### config.mk
export PLATFORM = sky130hd
export DESIGN_NAME = imm_ext_pipe
export DESIGN_NICKNAME = d
export VERILOG_FILES = /design/src/rtl/imm_pkg.sv /design/src/rtl/imm_decode.sv /design/src/rtl/imm_ext_pipe.sv
export SDC_FILE = /design/constraint.sdc
export NUM_CORES = 1
export LEC_CHECK = 0
export ABC_AREA = 1
export BUFFER_PORTS_ARGS = -buffer_cell sky130_fd_sc_hd__buf_2
export CORE_MARGIN = 2
export CORE_UTILIZATION = 45
export DETAILED_ROUTE_END_ITERATION = 10
export PLACE_DENSITY = 0.85
export SYNTH_ARGS = -nofsm -noshare
export SYNTH_HDL_FRONTEND = slang
export SYNTH_SLANG_ARGS = --single-unit
### constraint.sdc
create_clock -name clk -period 1.35 [get_ports clk]
set_input_delay 0.0675 -clock clk [delete_from_list [all_inputs] [get_ports clk]]
set_output_delay 0.0675 -clock clk [all_outputs]
set_load 0.02 [all_outputs]
### src/rtl/imm_pkg.sv
// Shared types and constants for the handshaked RISC-V immediate generator.
// The format encoding matches the imm_src field driven by the control unit.
package imm_pkg;

   typedef enum logic [2:0] {
      IMM_I   = 3'b000,
      IMM_S   = 3'b001,
      IMM_B   = 3'b010,
      IMM_J   = 3'b011,
      IMM_U   = 3'b100,
      IMM_Z   = 3'b101,
      IMM_SH  = 3'b110,
      IMM_ILL = 3'b111
   } imm_fmt_e;

   localparam int XLEN_32 = 32;
   localparam int XLEN_64 = 64;

   function automatic bit xlen_legal(input int x);
      return (x == XLEN_32) || (x == XLEN_64);
   endfunction

endpackage

### src/rtl/imm_decode.sv
// Combinational immediate builder: instr[31:7] + format select -> XLEN immediate.
// Every format is assembled directly at XLEN width, so no bits are computed and discarded.
module imm_decode
   import imm_pkg::*;
#(
   parameter int XLEN = XLEN_32
) (
   input  logic [24:0]     instr,
   input  logic [2:0]      imm_src,
   output logic [XLEN-1:0] imm_ext,
   output logic            imm_err
);

   // Indexed with full instruction-word bit numbers so the formats read like the ISA manual.
   logic [31:7] w;
   assign w = instr;

   always_comb begin
      imm_ext = '0;
      imm_err = 1'b0;
      case (imm_fmt_e'(imm_src))
         IMM_I:  imm_ext = {{(XLEN-11){w[31]}}, w[30:20]};
         IMM_S:  imm_ext = {{(XLEN-11){w[31]}}, w[30:25], w[11:7]};
         IMM_B:  imm_ext = {{(XLEN-12){w[31]}}, w[7], w[30:25], w[11:8], 1'b0};
         IMM_J:  imm_ext = {{(XLEN-20){w[31]}}, w[19:12], w[20], w[30:21], 1'b0};
         IMM_U:  imm_ext = {{(XLEN-31){w[31]}}, w[30:12], 12'b0};
         IMM_Z:  imm_ext = {{(XLEN-5){1'b0}}, w[19:15]};
         IMM_SH: begin
            if (XLEN == XLEN_64) imm_ext = {{(XLEN-6){1'b0}}, w[25:20]};
            else                 imm_ext = {{(XLEN-5){1'b0}}, w[24:20]};
         end
         default: imm_err = 1'b1;
      endcase
   end

endmodule

### src/rtl/imm_ext_pipe.sv
// Handshaked immediate generator with one or two register stages and a synchronous flush.
// The decode always feeds the output register; STAGES=2 adds a raw-instruction stage ahead of it.
module imm_ext_pipe
   import imm_pkg::*;
#(
   parameter int XLEN   = XLEN_32,
   parameter int STAGES = 1
) (
   input  logic            clk,
   input  logic            reset_n,
   input  logic            flush,
   input  logic            in_valid,
   output logic            in_ready,
   input  logic [24:0]     instr,
   input  logic [2:0]      imm_src,
   output logic            out_valid,
   input  logic            out_ready,
   output logic [XLEN-1:0] imm_ext,
   output logic            imm_err
);

   if (!xlen_legal(XLEN)) begin : g_bad_xlen
      $fatal(1, "imm_ext_pipe: XLEN must be 32 or 64");
   end
   if (STAGES != 1 && STAGES != 2) begin : g_bad_stages
      $fatal(1, "imm_ext_pipe: STAGES must be 1 or 2");
   end

   // Handshake: a stage moves an entry when its valid and the downstream ready are both high
   // at a rising edge; a valid output holds its data until taken, and a stage may refill in
   // the same cycle it drains. flush clears every valid bit but never gates in_ready.
   logic            feed_valid;
   logic [24:0]     dec_instr;
   logic [2:0]      dec_src;
   logic [XLEN-1:0] dec_imm;
   logic            dec_err;
   logic            out_valid_q;
   logic [XLEN-1:0] imm_q;
   logic            err_q;
   logic            s1_ready;

   assign s1_ready = !out_valid_q || out_ready;

   if (STAGES == 2) begin : g_two
      logic        s0_valid;
      logic [24:0] s0_instr;
      logic [2:0]  s0_src;

      assign in_ready   = !s0_valid || s1_ready;
      assign feed_valid = s0_valid;
      assign dec_instr  = s0_instr;
      assign dec_src    = s0_src;

      always_ff @(posedge clk or negedge reset_n) begin
         if (!reset_n) begin
            s0_valid <= 1'b0;
            s0_instr <= '0;
            s0_src   <= '0;
         end else if (flush) begin
            s0_valid <= 1'b0;
         end else if (in_ready) begin
            s0_valid <= in_valid;
            if (in_valid) begin
               s0_instr <= instr;
               s0_src   <= imm_src;
            end
         end
      end
   end else begin : g_one
      assign in_ready   = s1_ready;
      assign feed_valid = in_valid;
      assign dec_instr  = instr;
      assign dec_src    = imm_src;
   end

   imm_decode #(.XLEN(XLEN)) u_decode (
      .instr   (dec_instr),
      .imm_src (dec_src),
      .imm_ext (dec_imm),
      .imm_err (dec_err)
   );

   always_ff @(posedge clk or negedge reset_n) begin
      if (!reset_n) begin
         out_valid_q <= 1'b0;
         imm_q       <= '0;
         err_q       <= 1'b0;
      end else if (flush) begin
         out_valid_q <= 1'b0;
      end else if (s1_ready) begin
         out_valid_q <= feed_valid;
         if (feed_valid) begin
            imm_q <= dec_imm;
            err_q <= dec_err;
         end
      end
   end

   assign out_valid = out_valid_q;
   assign imm_ext   = imm_q;
   assign imm_err   = err_q;

endmodule

### After elaboration in Yosys (flattened, before gate mapping)

Index checks and enable logic that the tools add are counted.
Widths: inputs -> output; s select.

| word-level totals | value |
|---|---|
| bits in registers | 34 |
| bits in latches | 0 |
| bits in writable memories | 0 |
| bits in read-only memories | 0 |
| input bits | 33 |
| output and inout bits | 35 |
| word-level logic and storage cells | 20 |
| memories | 0 |

| operators by class | value |
|---|---|
| $add $sub $neg | 0 |
| multiply operators | 0 |
| divide/modulo/power cells | 0 |
| magnitude comparators | 0 |
| equality and inequality tests | 6 |
| shifts and indexed selects | 0 |
| mux-type cells | 4 |
| bitwise operators | 1 |
| reductions and logical operators | 6 |

Operators by type and width:

| kind | count |
|---|---|
| $pmux 32 s7 | 1 |
| $eq 3x3->1 const B | 3 |
| $reduce_or 7->1 | 1 |
| $eq 3x2->1 const B | 2 |
| $eq 3x1->1 const B | 1 |
| $logic_not 3->1 | 1 |
| $mux 1 | 3 |
| $reduce_and 3->1 | 1 |
| $reduce_bool 2->1 | 1 |
| $logic_not 1->1 | 1 |
| $logic_or 1x1->1 | 1 |
| $not 1->1 | 1 |

### Logic depth before layout (Yosys ltp)

Gate-level depths: netlist (run 1).

| logic depth | value |
|---|---|
| word-level depth | 4 |
| mapped depth | 7 |
| gate-level depth less buffers | 7 |

### Modules after synthesis

Synthesis (run 1) repeated with hierarchy kept, for this count alone.

| second synthesis, totals | value |
|---|---|
| cell total of the unflattened synthesis | 236 |
| area, all modules | 1788.0 µm² |

Modules (own cells, without submodules):

| module | times used | cells an instance | area an instance (µm²) | sequential area each (µm²) |
|---|---|---|---|---|
| imm_ext_pipe | 1 | 148 | 1376.3 | 850.8 |
| imm_decode | 1 | 88 | 411.6 | 0.0 |

### Worst setup path before layout (run 1)

OpenSTA, ideal clock, no wires.

| timing | value |
|---|---|
| path type | reg-to-reg |
| start | reg out_valid_q, in the netlist out_valid |
| end | reg imm_q[31], in the netlist imm_ext[31] |
| setup time | 0.137 ns |
| data arrival time | 1.231 ns |
| required time | 1.213 ns |
| setup slack | -0.017 ns |
| stages on the path, launching flop included | 5 |
| buffers on the path | 1 |
| period minus slack after synthesis | 1.367 ns |
| path through | dfrtp_1 -> nand2_1 -> nand2_2 -> buf_1 -> o21ai_0 |

| on the way | value |
|---|---|
| cells in the longest elaborated chain, start to end | 3 |

Ends and longest elaborated chain:

| what | RTL line | source |
|---|---|---|
| start: declaration | imm_ext_pipe.sv:37 | `logic out_valid_q;` |
| start signal: assignment | imm_ext_pipe.sv:91 | `out_valid_q <= feed_valid;` |
| $logic_not 1->1 | imm_ext_pipe.sv:42 | `assign s1_ready = !out_valid_q \|\| out_ready;` |
| $logic_or 1x1->1 | imm_ext_pipe.sv:42 |  |
| net in_ready | imm_ext_pipe.sv:13 | `output logic in_ready,` |
| $reduce_and 3->1 (no line) | n/a |  |
| end signal: assignment | imm_ext_pipe.sv:93 | `imm_q <= dec_imm;` |
| end: declaration | imm_ext_pipe.sv:38 | `logic [XLEN-1:0] imm_q;` |

The timed path passes the listed nets, and every way through them passes these cells.
A chain may end at the register's enable or synchronous reset.

### Final worst setup path (run 1)

| timing | value |
|---|---|
| start | reg out_valid_q, in the netlist out_valid |
| end | reg out_valid_q, in the netlist out_valid |

| on the way | value |
|---|---|
| cells in the longest elaborated chain, start to end | 3 |

Ends and longest elaborated chain:

| what | RTL line |
|---|---|
| $logic_not 1->1 | imm_ext_pipe.sv:42 |
| $logic_or 1x1->1 | imm_ext_pipe.sv:42 |
| $reduce_bool 2->1 (no line) | n/a |

Every way passes these cells.

==> results of run 1 <==
==> final cells by class <==
| class | instances | area, sq um |
|---|---|---|
| Clock buffer | 5 | 37.5 |
| Clock inverter | 3 | 68.8 |
| Fill cell | 294 | 1130 |
| Inverter | 14 | 53.8 |
| Multi-Input combinational cell | 140 | 703 |
| Sequential cell | 34 | 851 |
| Tap cell | 46 | 57.6 |
| Timing Repair Buffer | 84 | 515 |
==> kinds of logic after synthesis <==
| kind of cell | after synthesis |
|---|---|
| flip-flops | 34 |
| AND/OR/NAND/NOR | 97 |
| buffers and inverters | 23 |
| AO/OA/AOI/OAI | 43 |
==> power groups by stage <==
stage / registers, mW / clock network, mW / logic [mW]
global route: 1.24 / 1.02 / 0.807
finish: 1.23 / 0.951 / 0.731
detailed placement: 1.24 / 0 / 0.708
CTS: 1.23 / 0.953 / 0.737
global placement: 1.24 / 0 / 0.694
floorplan: 1.42 / 0 / 0.239
==> cell usage after synthesis <==
cell       n  area (sq um)
nand2_4    3          33.8
o21ai_0    9          45.0
a21o_1     4          30.0
dfrtp_1   34           851
clkbuf_1   1          3.75
nor2_1     2          7.51
nand3_1   13          65.1
nand2_2    5          31.3
a21oi_1   13          65.1
o22ai_1    1          6.26
clkinv_2   1          5.00
nand4_1    7          43.8
nand2_1   63           236
nor2_4     1          11.3
o21ai_1    9          45.0
o31ai_1    7          52.6
nor2_2     2          12.5
inv_2      1          3.75
buf_2      5          25.0
buf_1      3          11.3
inv_1     12          45.0
nand3_4    1          17.5
==> timing repair <==
item | 4_1_cts | 5_1_grt
hold buffers | 11 | 0
gates resized for setup | 0 | 0
hold endpoints to repair | 43 | 0
==> final timing paths <==
kind / from / endpoint / slack (ns) / cells past startpoint
min reg2reg: imm_ext[22] / imm_ext[22] / 0.49 / 1
min: instr[9] / imm_ext[16] / 0.01 / 3
min in group asynchronous: reset_n / imm_ext[6] / 0.19 / 2
max in group asynchronous: reset_n / imm_ext[22] / 0.70 / 3
max reg2reg: out_valid / out_valid / 0.12 / 3
max: out_valid / out_valid / 0.12 / 3
==> state kept, by name, summed over array words and instances (netlist names) <==
name and cells:
imm_err 1, imm_ext 32, out_valid 1
==> tightest hold or removal path: cells and delay by family <==
kind / cells / cell delay [ns]
compound gates: 2 / 0.17
buf+inv: 1 / 0.09
==> layer usage <==
layer  vias up  global-route usage [%]
li1        819                       -
met1       781                    28.6
met2        73                    38.9
met3        11                    6.25
met4         0                    7.45
met5         -                       0
==> out/qor.yml, run 1 <==
synth_top_family_by_area: "simple AND/OR/NAND/NOR gates"
dr.pass1.iters: 4
die-area_sq_um: 4160
final.min_clock_period_ns: 1.23
synthAdderAreaFrac_pct: 0
top_layer_used: "met4"
grt.total_usage_pct: 23.0
fin_setup_tns_ns: 0
synth_cell_types: 22
path_class: "reg -> reg"
skew_ns: 0.0158
ctsHtreeMaxLevel: 2
leakagePower_nw: 1.27
placed_cells: 307
wirelength_microns: 4360
crit_path_cell_trace: "nand2_1, a21oi_1, dlygate4sd3_1"
cts-root-buf: "clkbuf_4"
seqPwrFrac_pct: 42.2
worst_ep_required_time_ns: 1.58
io_buffer_count: 67
antenna_found_initial: 0
synth-xor-area-share_pct: 0
rows: 21
synth_seq_cells: 34
path_clk_slew_ns: 0.11
ys_seq_area_share_pct: 51.6
synth_compound_area_share_pct: 14.8
path_buf_inv: 1
vias_per_cell: 5.17
syn-instance-count: 197
grt_pass1_wl_microns: 7460
p_per_area_nw_per_um2: 1270
cts_setup_buffers: 0
drv_slew: 0
slew_headroom_pct: 71.2
ys_warn_count: 0
p_sw_share_pct: 31.1
wl_met1_microns: 1920
drc: 0
gp_congestion: 0.863
finalHoldViolCount: 0
die_y_microns: 64.5
start_kind: "register"
fmax_ghz: 0.812
fin_util_pct: 67.0
io_pins: 68
finalNetCount: 312
clk_latency_ns: 0.35
whs_ns: 0.00989
mostFrequentLayoutCells: "buf_2, nand2_1, dfrtp_1"
vias: 1684
hpwlAfterDp_microns: 3090
dp_slack_ns: 0.210
syn_area_per_cell_sq_um: 8.36
power_frac_clock_pct: 32.7
core-area_sq_um: 3420
netlist_area_sq_um: 1650
areaGrowthSynthToFinish_pct: 38.8
grt_pass1_vias: 1671
start_util_pct: 48.2
setup_viol: 0
drive_above_1_share_pct: 33.9
dpl_cell_area_sq_um: 2070
syn-num-nets: 230
die_x_microns: 64.5
final.setup.worst_slack_ns: 0.118
numCtsBuffers: 5
p_sw_uw: 905
final_common_cell: "buf_2"
power_frac_comb_pct: 25.1
total_power_mw: 2.91
internal_power_mw: 2.00
overflow: 0
diodes: 0
crit_slowest_cell: "dlygate4sd3_1"
ant_nets: 0
arrival_ns: 1.46
finalCritPeriodShare_pct: 91.2
yosys-mux-area-fraction_pct: 0
cp_max_fo: 3
final_area_sq_um: 2290
layout.cells.non_filler: 326
rsz0062_at_grt: "false"
worstSetupEndpointType: "register"
crit_family: "buffers and inverters"
wl_met3_microns: 309
wl_met2_microns: 2040
clockBufferDepth: 2
min-delay-path-class: "in -> reg"
cts_tree: "done"
cts.sinks: 34
max_stage_delay_ns: 0.55
synthSimpleGateAreaFrac_pct: 27.9
maxCapViolations: 0
wl_per_cell_microns: 13.4
worstMarginPinSlew_ns: 0.432
drt_iter0_markers: 129
status: "finished clean"
ir_drop_mv: 0.837
grt_max_degree: 32
(Power assumes the default switching activity.)
==> inputs of run 2 (changes only) <==
CORE_MARGIN = not set   (was 2)
PLACE_DENSITY = 0.83   (was 0.85)
SYNTH_HIERARCHICAL = 1   (was not set)
==> out/qor.yml, run 2 <==
status: "finished clean"
drt_iter0_markers: 69
final.min_clock_period_ns: 1.28
start_kind: "register"
synth_seq_cells: 34
drc: 0
synth_top_area_share_pct: 47.6
grt_pass1_wl_microns: 7410
fmax_ghz: 0.780
ir_drop_mv: 0.635
cts.sinks: 34
slew_headroom_pct: 72.2
r2r_end: "imm_ext[28]"
ys_seq_area_share_pct: 47.6
netlist_area_sq_um: 1790
cts_setup_buffers: 0
grt.total_usage_pct: 22.9
path_class: "reg -> out"
finalCritPeriodShare_pct: 95.0
synth_edf_count: 0
crit_path_end: "in_ready"
arrival_ns: 1.21
cp_max_fo: 21
synth.top_cells.by_area: "dfrtp_1, nand2_1, nand3_1, nand4_1, inv_1"
syn_area_per_cell_sq_um: 7.58
crit_slowest_cell: "dfrtp_1"
syn-instance-count: 236
io_buffer_count: 67
fin_util_pct: 60.3
r2r-start: "out_valid"
rsz0062_at_grt: "false"
die-area_sq_um: 4230
dpl_cell_area_sq_um: 2140
mostFrequentLayoutCells: "nand2_1, buf_2, nand3_1"
synth_commonest_cells: "nand2_1, nand3_1, dfrtp_1, inv_1, nor2_1"
maxCapViolations: 0
gp_congestion: 0.835
finalNetCount: 339
cts-root-buf: "clkbuf_8"
vias_per_cell: 5.27
io_pins: 68
synth_area_leader_cell: "dfrtp_1"
vias: 1871
areaGrowthSynthToFinish_pct: 26.2
async_flop_share_pct: 100
path_clk_slew_ns: 0.06
min-delay-path-class: "in -> reg"
leakagePower_nw: 1.35
cp-startpoint: "out_valid"
start_util_pct: 47.8
holdPathStages: 3
num-fill-cells: 371
setup_viol: 0
rows: 22
ant_nets: 0
diodes: 0
die_y_microns: 65.0
crit_family: "buffers and inverters"
antenna_found_initial: 0
final_area_sq_um: 2260
synth_cell_types: 20
crit_path_cell_trace: "nand2_2, buf_6, buf_2"
crit_cells: 3
finalHoldViolCount: 0
path_buf_inv: 2
die_x_microns: 65.0
largest_reg_flops: 32
numCtsBuffers: 5
ctsHtreeMaxLevel: 2
ys_warn_count: 6
hpwlAfterDp_microns: 3340
dr.pass1.iters: 4
ff2ff_setup_slack_ns: 0.29
core-area_sq_um: 3740
synth_flop_cell: "dfrtp_1"
drv_slew: 0
drive_above_1_share_pct: 29.6
grt_pass1_vias: 1751
fin_setup_tns_ns: 0
final_common_cell: "nand2_1"
worstSetupEndpointType: "output pin"
clk_latency_ns: 0.29
grt_max_degree: 35
worst_ep_required_time_ns: 1.28
rr_worst_depth: 4
wl_per_cell_microns: 12.7
wirelength_microns: 4520
overflow: 0
synthMostInstantiatedCell: "nand2_1"
worstMarginPinSlew_ns: 0.417
clockBufferDepth: 2
syn-num-nets: 269
cts_tree: "done"
p_per_area_nw_per_um2: 1210
max_stage_delay_ns: 0.39
skew_ns: 0.00492
run 2: changes by cell type after synthesis, moves of 3 or more:
cell,change
buf_4,+3
nor2_1,+6
buf_6,+3
nand3_1,+36
o31ai_1,-7
nand2_1,+32
buf_1,-3
o21ai_1,-8
a21oi_1,-12
a21o_1,-4
run 2: cell families (layout without fill, tap and decap cells):
| logic type | after synthesis | after routing | synth area share (%) |
|---|---|---|---|
| simple gates | 166 | 166 | 41.0 |
| buf+inv | 25 | 96 | 7.56 |
| compound gates | 11 | 11 | 3.85 |
| flops | 34 | 34 | 47.6 |
run 2: power breakdown:
part | leakage [nW] | switching, mW | internal (mW)
combinational | 0.858 | 0.477 | 0.240
sequential | 0.441 | 0.0723 | 1.16
clock | 0.0482 | 0.363 | 0.411
total | 1.35 | 0.913 | 1.81
run 2: cell type report:
type	instances	area, sq um	share of cell area [%]
clock inverters	1	5.00	0.222
repair buffers	75	404	17.9
inverters	13	48.8	2.16
clock buffers	7	86.3	3.82
multi-input cells	177	802	35.5
flip-flops and latches	34	851	37.7
well taps	48	60.1	2.66
run 2: worst min path at each step:
| stage | start | endpoint | slack [ns] |
|---|---|---|---|
| floorplan | reset_n | imm_err | -0.23 |
| global placement | reset_n | imm_ext[25] | 0.11 |
| detailed placement | reset_n | imm_ext[5] | 0.12 |
| CTS | in_valid | out_valid | 0.07 |
| global route | in_valid | out_valid | 0.08 |
| finish | in_valid | out_valid | 0.07 |
run 2: per-layer routing:
| layer | routed length, microns | track usage [%] |
|---|---|---|
| met1 | 1900 | 26.7 |
| met5 | 0 | 0 |
| met3 | 306 | 4.93 |
| met2 | 2240 | 41.1 |
| met4 | 76 | 8.15 |
run 2: per-stage QoR:
step | power, mW | setup slack (ns) | instances | hold slack (ns)
2_1_floorplan | 1.68 | 0.246 | 236 | -0.228
3_3_place_gp | 1.94 | 0.284 | 345 | 0.113
3_5_place_dp | 1.96 | 0.223 | 345 | 0.123
4_1_cts | 2.73 | 0.0243 | 355 | 0.0676
5_1_grt | 2.87 | 0.0327 | 355 | 0.0813
6_report | 2.72 | 0.0675 | 355 | 0.0746
run 2: worst min-delay path: stages:
cell,delay (ns)
buf_2,0.10
inv_2,0.07
a21oi_1,0.08
run 2: what timing repair did:
item / in CTS / in global routing
endpoints found under the setup margin: 0 / 1
hold endpoints to repair: 35 / 0
gates resized for setup: 0 / 1
hold buffers: 2 / 0
